[src/rtl/uart_pkg.sv]
// Shared UART definitions: receiver FSM states and the bit-period divider,
// used by both the transmitter and the receiver so the two ends agree on the rate.
package uart_pkg;

  typedef enum logic [2:0] {
    RX_IDLE,
    RX_START,
    RX_DATA,
    RX_STOP,
    RX_BREAK
  } rx_state_t;

  function automatic int unsigned cycles_per_bit(input int unsigned clk_mhz,
                                                 input int unsigned baud);
    return (clk_mhz * 32'd1000000) / baud;
  endfunction

endpackage

[src/rtl/uart_rx_fifo.sv]
// Receive buffer: power-of-two circular FIFO with one extra pointer bit
// to tell full from empty. Push and pop in the same cycle both take effect.
module uart_rx_fifo #(
  parameter int unsigned FIFO_DEPTH = 4,
  parameter int unsigned WIDTH      = 8
) (
  input  logic             clk,
  input  logic             resetn,
  input  logic             push,
  input  logic [WIDTH-1:0] push_data,
  input  logic             pop,
  output logic [WIDTH-1:0] head,
  output logic             full,
  output logic             empty
);

  localparam int unsigned AW = $clog2(FIFO_DEPTH);

  logic [WIDTH-1:0] mem [FIFO_DEPTH];
  logic [AW:0]      wr_ptr;
  logic [AW:0]      rd_ptr;
  logic             do_push;
  logic             do_pop;

  assign empty   = (wr_ptr == rd_ptr);
  assign full    = (wr_ptr[AW] != rd_ptr[AW]) && (wr_ptr[AW-1:0] == rd_ptr[AW-1:0]);
  assign do_pop  = pop && !empty;
  // A pop in the same cycle frees the slot, so a push at full still lands
  assign do_push = push && (!full || do_pop);
  assign head    = mem[rd_ptr[AW-1:0]];

  always_ff @(posedge clk or negedge resetn) begin
    if (!resetn) begin
      wr_ptr <= '0;
      rd_ptr <= '0;
      for (int unsigned i = 0; i < FIFO_DEPTH; i++) begin
        mem[i] <= '0;
      end
    end else begin
      if (do_push) begin
        mem[wr_ptr[AW-1:0]] <= push_data;
        wr_ptr              <= wr_ptr + 1'b1;
      end
      if (do_pop) begin
        rd_ptr <= rd_ptr + 1'b1;
      end
    end
  end

endmodule

[src/rtl/uart_rx.sv]
// 8N1 UART receiver: two-flop synchroniser, mid-bit sampling FSM, small
// receive FIFO, and sticky framing / overrun flags.
module uart_rx
  import uart_pkg::*;
#(
  parameter int unsigned CLK_MHZ    = 12,
  parameter int unsigned BAUD       = 115200,
  parameter int unsigned FIFO_DEPTH = 4
) (
  input  logic       clk,
  input  logic       resetn,
  input  logic       rx,
  output logic [7:0] recvData,
  output logic       recvValid,
  input  logic       recvAck,
  output logic       frameErr,
  output logic       overrun,
  input  logic       errClear
);

  localparam int unsigned CYCLES_PER_BIT = cycles_per_bit(CLK_MHZ, BAUD);
  localparam int unsigned HALF_BIT       = CYCLES_PER_BIT / 2;
  localparam int unsigned CW             = (CYCLES_PER_BIT > 2) ? $clog2(CYCLES_PER_BIT) : 1;

  logic            rx_meta;
  logic            rx_s;
  rx_state_t       state;
  logic [CW-1:0]   cnt;
  logic [2:0]      bit_idx;
  logic [7:0]      shreg;
  logic            stop_done;
  logic            push;
  logic            pop;
  logic            fifo_full;
  logic            fifo_empty;
  logic            frame_evt;
  logic            overrun_evt;

  always_ff @(posedge clk or negedge resetn) begin
    if (!resetn) begin
      rx_meta <= 1'b1;
      rx_s    <= 1'b1;
    end else begin
      rx_meta <= rx;
      rx_s    <= rx_meta;
    end
  end

  // Stop-bit decisions are combinational so the FIFO and flags update on the
  // sample edge itself, making results visible the following cycle.
  assign stop_done   = (state == RX_STOP) && (cnt == '0);
  assign push        = stop_done && rx_s;
  assign frame_evt   = stop_done && !rx_s;
  assign pop         = recvAck && !fifo_empty;
  assign overrun_evt = push && fifo_full && !pop;
  assign recvValid   = !fifo_empty;

  always_ff @(posedge clk or negedge resetn) begin
    if (!resetn) begin
      state    <= RX_IDLE;
      cnt      <= '0;
      bit_idx  <= '0;
      shreg    <= '0;
      frameErr <= 1'b0;
      overrun  <= 1'b0;
    end else begin
      case (state)
        RX_IDLE: begin
          if (!rx_s) begin
            cnt   <= CW'(HALF_BIT - 1);
            state <= RX_START;
          end
        end
        RX_START: begin
          if (cnt != '0) begin
            cnt <= cnt - 1'b1;
          end else if (rx_s) begin
            state <= RX_IDLE;
          end else begin
            cnt     <= CW'(CYCLES_PER_BIT - 1);
            bit_idx <= '0;
            state   <= RX_DATA;
          end
        end
        RX_DATA: begin
          if (cnt != '0) begin
            cnt <= cnt - 1'b1;
          end else begin
            shreg[bit_idx] <= rx_s;
            cnt            <= CW'(CYCLES_PER_BIT - 1);
            if (bit_idx == 3'd7) begin
              state <= RX_STOP;
            end else begin
              bit_idx <= bit_idx + 1'b1;
            end
          end
        end
        RX_STOP: begin
          if (cnt != '0) begin
            cnt <= cnt - 1'b1;
          end else begin
            state <= rx_s ? RX_IDLE : RX_BREAK;
          end
        end
        RX_BREAK: begin
          if (rx_s) begin
            state <= RX_IDLE;
          end
        end
        default: state <= RX_IDLE;
      endcase

      if (frame_evt) begin
        frameErr <= 1'b1;
      end else if (errClear) begin
        frameErr <= 1'b0;
      end

      if (overrun_evt) begin
        overrun <= 1'b1;
      end else if (errClear) begin
        overrun <= 1'b0;
      end
    end
  end

  uart_rx_fifo #(
    .FIFO_DEPTH (FIFO_DEPTH),
    .WIDTH      (8)
  ) u_fifo (
    .clk       (clk),
    .resetn    (resetn),
    .push      (push),
    .push_data (shreg),
    .pop       (pop),
    .head      (recvData),
    .full      (fifo_full),
    .empty     (fifo_empty)
  );

endmodule

[config.mk]
export PLATFORM = sky130hd
export DESIGN_NAME = uart_rx
export DESIGN_NICKNAME = d
export VERILOG_FILES = /design/src/rtl/uart_pkg.sv /design/src/rtl/uart_rx_fifo.sv /design/src/rtl/uart_rx.sv
export SDC_FILE = /design/constraint.sdc
export NUM_CORES = 1
export LEC_CHECK = 0
export ABC_AREA = 1
export BUFFER_PORTS_ARGS = -buffer_cell sky130_fd_sc_hd__buf_4
export CAP_MARGIN = 20
export CORE_MARGIN = 1
export CORE_UTILIZATION = 60
export CTS_BUF_LIST = sky130_fd_sc_hd__clkbuf_16
export DETAILED_ROUTE_END_ITERATION = 8
export PLACE_DENSITY = 0.76
export SYNTH_ARGS = -nofsm -noshare
export SYNTH_HDL_FRONTEND = slang
export SYNTH_SLANG_ARGS = --single-unit
[constraint.sdc]
create_clock -name clk -period 2.25 [get_ports clk]
set_input_delay 0.225 -clock clk [delete_from_list [all_inputs] [get_ports clk]]
set_output_delay 0.225 -clock clk [all_outputs]
set_load 0.05 [all_outputs]
== Word level (Yosys, flattened, before mapping) ==
Index checks and enable logic that the tools add are counted.
Cells by class
  $add $sub $neg: 4
  $lt $le $gt $ge: 5
  equality and inequality tests: 18
  muxes and demuxes: 32
  bitwise operators: 3
  reduce and logical (&&, ||, !) cells: 27
Operators with widths (count)
  7-bit 2-to-1 mux: 5
  3-bit 2-to-1 mux: 11
  32-bit bitwise mux: 1
  7-bit case mux with 4 select lines: 1
  8-bit 2-to-1 mux: 3
  8-bit binary-select mux with 2-bit select: 1
  8-bit demux with 2-bit select: 1
  2-bit inequality test, second input constant: 8
  3-bit case mux with 5 select lines: 1
  1-bit logical AND: 11
  3-bit by 1-bit adder with 3-bit output, second input constant: 3
  8-bit bitwise mux: 1
  7-bit logical NOT: 1
  7-bit nonzero test: 1
  7-bit by 1-bit subtractor with 7-bit output, second input constant: 1
  3-bit by 2-bit equality test with 1-bit output, second input constant: 2
  3-bit equality test, second input constant: 2
  3-bit >= comparator, second input constant: 2
  2-bit NOT with 3-bit output: 2
  3-bit case mux with 2 select lines: 1
  6-bit AND reduction: 1
  2-bit nonzero test: 3
  5-bit AND reduction: 1
  1-bit logical NOT: 4
  18 further kinds: 21
Word-level totals
  bits in registers: 63
  bits of input ports: 5
  output and inout bits: 11

== Depth between registers and ports, before layout ==
  depth in word-level cells: 6
  gate-level depth with buffers: 11
  depth with buffers taken out: 11

== Cells and area by module ==
A second synthesis with hierarchy kept.
Second synthesis, totals
  cell total of the unflattened synthesis: 419
  area, all modules: 3439.5 µm²
Modules (own cells, without submodules)
  uart_rx_fifo: times used 1, cells each 237, area each 1973.1 µm²
  uart_rx: times used 1, cells each 182, area each 1466.4 µm²

== Worst setup path after synthesis ==
No wires, ideal clock.
  path type: register to output
  from: reg u_fifo.rd_ptr[0]
  to: out recvData[6]
  arrival time: 1.827 ns
  data required time: 2.025 ns
  path slack: 0.198 ns
  stages on the path, launching flop included: 6
  path buffers: 2
  path through: dfrtp_1 > buf_2 > inv_1 > clkbuf_1 > o21ai_0 > o22ai_1
Between the ends
  word-level cells in the longest chain between the ends: 4
RTL lines
  start: declaration: RTL line uart_rx_fifo.sv:21  | logic [AW:0] rd_ptr;
  start signal: assignment: RTL line uart_rx_fifo.sv:45  | rd_ptr <= rd_ptr + 1'b1;
  2-bit NOT with 3-bit output (not written as such): RTL line uart_rx_fifo.sv:30  | assign head = mem[rd_ptr[AW-1:0]];
  8-bit binary-select mux with 2-bit select: RTL line uart_rx_fifo.sv:30
  8-bit 2-to-1 mux (not written as such) (2 in series): RTL line uart_rx_fifo.sv:30
  end: declaration: RTL line uart_rx.sv:13  | output logic [7:0] recvData,
Every way passes these cells. The select of a mux whose other input is x is not followed.

== Worst setup path in the final report ==
  from: reg cnt[0]
  to: reg u_fifo.mem[15] (netlist bit)
Between the ends
  word-level cells in the longest chain between the ends: 4
RTL lines
  start: declaration: RTL line uart_rx.sv:28  | logic [CW-1:0] cnt;
  start signal: assignment: RTL line uart_rx.sv:70  | cnt <= CW'(HALF_BIT - 1);
  start signal: assignment: RTL line uart_rx.sv:76  | cnt <= cnt - 1'b1;
  start signal: assignment: RTL line uart_rx.sv:80  | cnt <= CW'(CYCLES_PER_BIT - 1);
  7-bit logical NOT: RTL line uart_rx.sv:51  | assign stop_done = (state == RX_STOP) && (cnt == '0);
  1-bit logical AND: RTL line uart_rx.sv:51
  1-bit logical AND: RTL line uart_rx.sv:52  | assign push = stop_done && rx_s;
  1-bit logical AND: RTL line uart_rx_fifo.sv:29  | assign do_push = push && (!full || do_pop);
  end signal: indexed assignment: RTL line uart_rx_fifo.sv:41  | mem[wr_ptr[AW-1:0]] <= push_data;
  end: declaration: RTL line uart_rx_fifo.sv:19  | logic [WIDTH-1:0] mem [FIFO_DEPTH];
Every way passes these cells.
A chain may end at the register's enable or synchronous reset.

==> flow_summary.yaml <==
global_route:
  busiest_layer: "met2"
  grt_start_max_net_pins: 64
  grt_pass1_wl_um: 12530
  grt_use_met3: 0.08024
  grt_pass1_vias: 2790
  gr-usage-met2: 0.4618
  overflow: 0
  grt.total_usage: 0.2758
  use_met1: 0.3440
  antenna_found_initial: 0
power:
  p_seq_frac: 0.334
  p_leak_nw: 1.947
  peakVddDrop_uv: 634.8
  switching_share: 0.3554
  comb_power_share: 0.304
  pwr-share-clk: 0.362
  p_sw_w: 0.001296
  p_int_w: 0.002350
  power_density_nw_per_um2: 967.4
setup_path:
  worstPathArrival_ns: 2.26
  cpPeakStageDelay_ns: 0.38
  critPathSlowestCell: "dfrtp_1"
  cp.required_ns: 2.46
  crit_buf_inv: 3
  path_cells: "inv_1, ha_1, inv_1, nor2_1, nand3_4, nor3_4, buf_12, nand3_1, nand2_1, nand2_1"
  crit_fanout: 41
  worst-setup-path-type: "reg2reg"
  start_kind: "flip-flop"
  timing.reg2reg.setup_slack_ns: 0.20
  worstSetupEndpointType: "flip-flop"
  cp_top_family: "simple AND/OR/NAND/NOR gates"
timing:
  layout_setup_ws_ns: 0.1976
  rsz0062_at_grt: "no"
  setup_viol_count_final: 0
  final.period_utilization: 0.9122
  skew_ns: 0.008215
  relSlewSlack: 0.4861
  tightest_slew_ns: 0.7708
  final.min_clock_period_ns: 2.052
  timing.final.hold_violations: 38
  finalMaxSlewViolations: 0
  finalSetupTns_ns: 0
  fmax_ghz: 0.4872
  hold_slack_ns: -0.02435
logic_synthesis:
  synth_warnings: 0
  async_flop_share: 1.000
  synth_area_um2: 3299
  ys_seq_area_frac: 0.4786
  synthesis.nets: 429
  synth_top_cell_by_area: "dfrtp_1"
  syn_area_per_cell_um2: 7.950
  synth_seq_cells: 63
  synth.top_cell.area_share: 0.4626
  synth_cell_type_count: 28
  ys.flop_type: "dfrtp_1"
  synth_edf_count: 0
  synthCells: 415
  synth.area.top_cells: "dfrtp_1 46%, nand2_1 15%, nand4_1 7.6%"
clock_network:
  cts_setup_buffers: 0
  cts_buffers: 9
  cts_buffer_depth: 2
  ctsHtreeMaxLevel: 3
  cts_tree: "yes"
  clk_latency_ns: 0.33
  root_buffer: "clkbuf_16"
  clk_pin_slew_worst_paths_ns: 0.05
  cts_num_sinks: 63
route:
  vias_per_cell: 5.683
  drt_iter0_drc: 254
  dr_total_vias: 2887
  routed_wl_um: 7037
  firstDrtPassIters: 6
  wl_per_cell_um: 13.85
  route.detailed.drc: 0
  ant_nets: 0
floorplan:
  die_height_um: 76.16
  num_rows: 26
  dieArea_um2: 5800
  die_w_um: 76.16
  io_pins: 16
  start_util: 0.6339
  coreArea_um2: 5205
final_layout:
  final_nets: 447
  final_util: 0.7240
  antennaDiodeCount: 0
  stdcell_area_um2: 3769
  drive_gt1_frac: 0.1119
  syn_to_final_growth_pct: 14.22
place:
  place_area_um2: 3460
  dp_hpwl_um: 4849
  portBuffers: 15
  pre_cts_slack_ns: 0.2247
  routabilityCongestion: 0.8764
run:
  cap_viol_max_count: 0
status:
  violations: "hold timing"
  outcome: "complete, but fails checks"
hold_path:
  hold_class: "in2async"
[layer usage]
layer / share of wire / vias up
met5: 0 / -
met4: 0.017 / 0
met3: 0.057 / 15
met2: 0.48 / 96
met1: 0.44 / 1350
li1: - / 1426
[cells in the final DEF (no fill, tap or decap), drive strengths merged, types with 2 or more instances in the layout]
cell type  instances
o21bai             2
ha                 9
dfrtp             61
clkinv             5
nand2            135
nor2              41
o22ai              8
clkbuf             9
a21oi              3
buf               23
nand3             29
o21ai             32
nand4             40
inv               31
dfstp              2
[power groups by stage]
stage / clock, W / combinational, W / sequential [W]
after floorplan: 0 / 0.000813 / 0.00120
after global placement: 0 / 0.00108 / 0.00123
after detailed placement: 0 / 0.00110 / 0.00124
after CTS: 0.00134 / 0.00110 / 0.00122
after global routing: 0.00140 / 0.00120 / 0.00122
final: 0.00132 / 0.00111 / 0.00122
[stage by stage]
step,total power (W),instances
3_3_place_gp,0.002313,491
5_1_grt,0.003815,508
6_report,0.003646,508
3_5_place_dp,0.002335,491
4_1_cts,0.003657,507
2_1_floorplan,0.002014,415
[flip-flops by register name, indices dropped and copies added (netlist names), 3 cells and up]
signal and cells:
u_fifo.mem 32, bit_idx 3, cnt 7, u_fifo.wr_ptr 3, u_fifo.rd_ptr 3, shreg 8, state 3
[worst paths after layout]
| kind | depth (start not counted) | startpoint | end |
|---|---|---|---|
| max | 10 | cnt[0] | u_fifo.mem[15] |
| min | 1 | resetn | u_fifo.rd_ptr[2] |
| min in group clk | 2 | errClear | overrun |
| max in group asynchronous | 1 | resetn | state[0] |
| max reg2reg | 10 | cnt[0] | u_fifo.mem[15] |
| min reg2reg | 0 | rx_meta | rx_s |
[final cells by class]
class	instances	area, um^2
Sequential cell	63	1579
Multi-Input combinational cell	304	1501
Inverter	31	116.4
Timing Repair Buffer	24	195.2
Fill cell	403	1436
Clock buffer	9	225.2
Tap cell	70	87.58
Clock inverter	7	63.81
[logic make-up after synthesis]
kind of cell / share of synthesized area
AOI/OAI and AO/OA: 0.07774
xor gates and xnor gates: 0.005310
adders and majority gates: 0.03413
buffers and inverters: 0.06939
DFF: 0.4786
and+or+nand+nor: 0.3349
[cell usage after synthesis (3+ instances only)]
| cell type | n |
|---|---|
| clkbuf_1 | 7 |
| o22ai_1 | 8 |
| inv_1 | 30 |
| nand4_1 | 40 |
| nor2_1 | 37 |
| nand2_1 | 135 |
| o21ai_0 | 28 |
| a21oi_1 | 3 |
| ha_1 | 9 |
| buf_6 | 5 |
| nor2_2 | 3 |
| dfrtp_1 | 61 |
| o21ai_1 | 4 |
| nand3_1 | 27 |
[timing repair]
item	CTS	global route
hold endpoints to repair	0	1
gates resized for setup	0	2
hold buffers	0	1
endpoints found under the setup margin	0	3
Power figures use the tool's default switching activity.
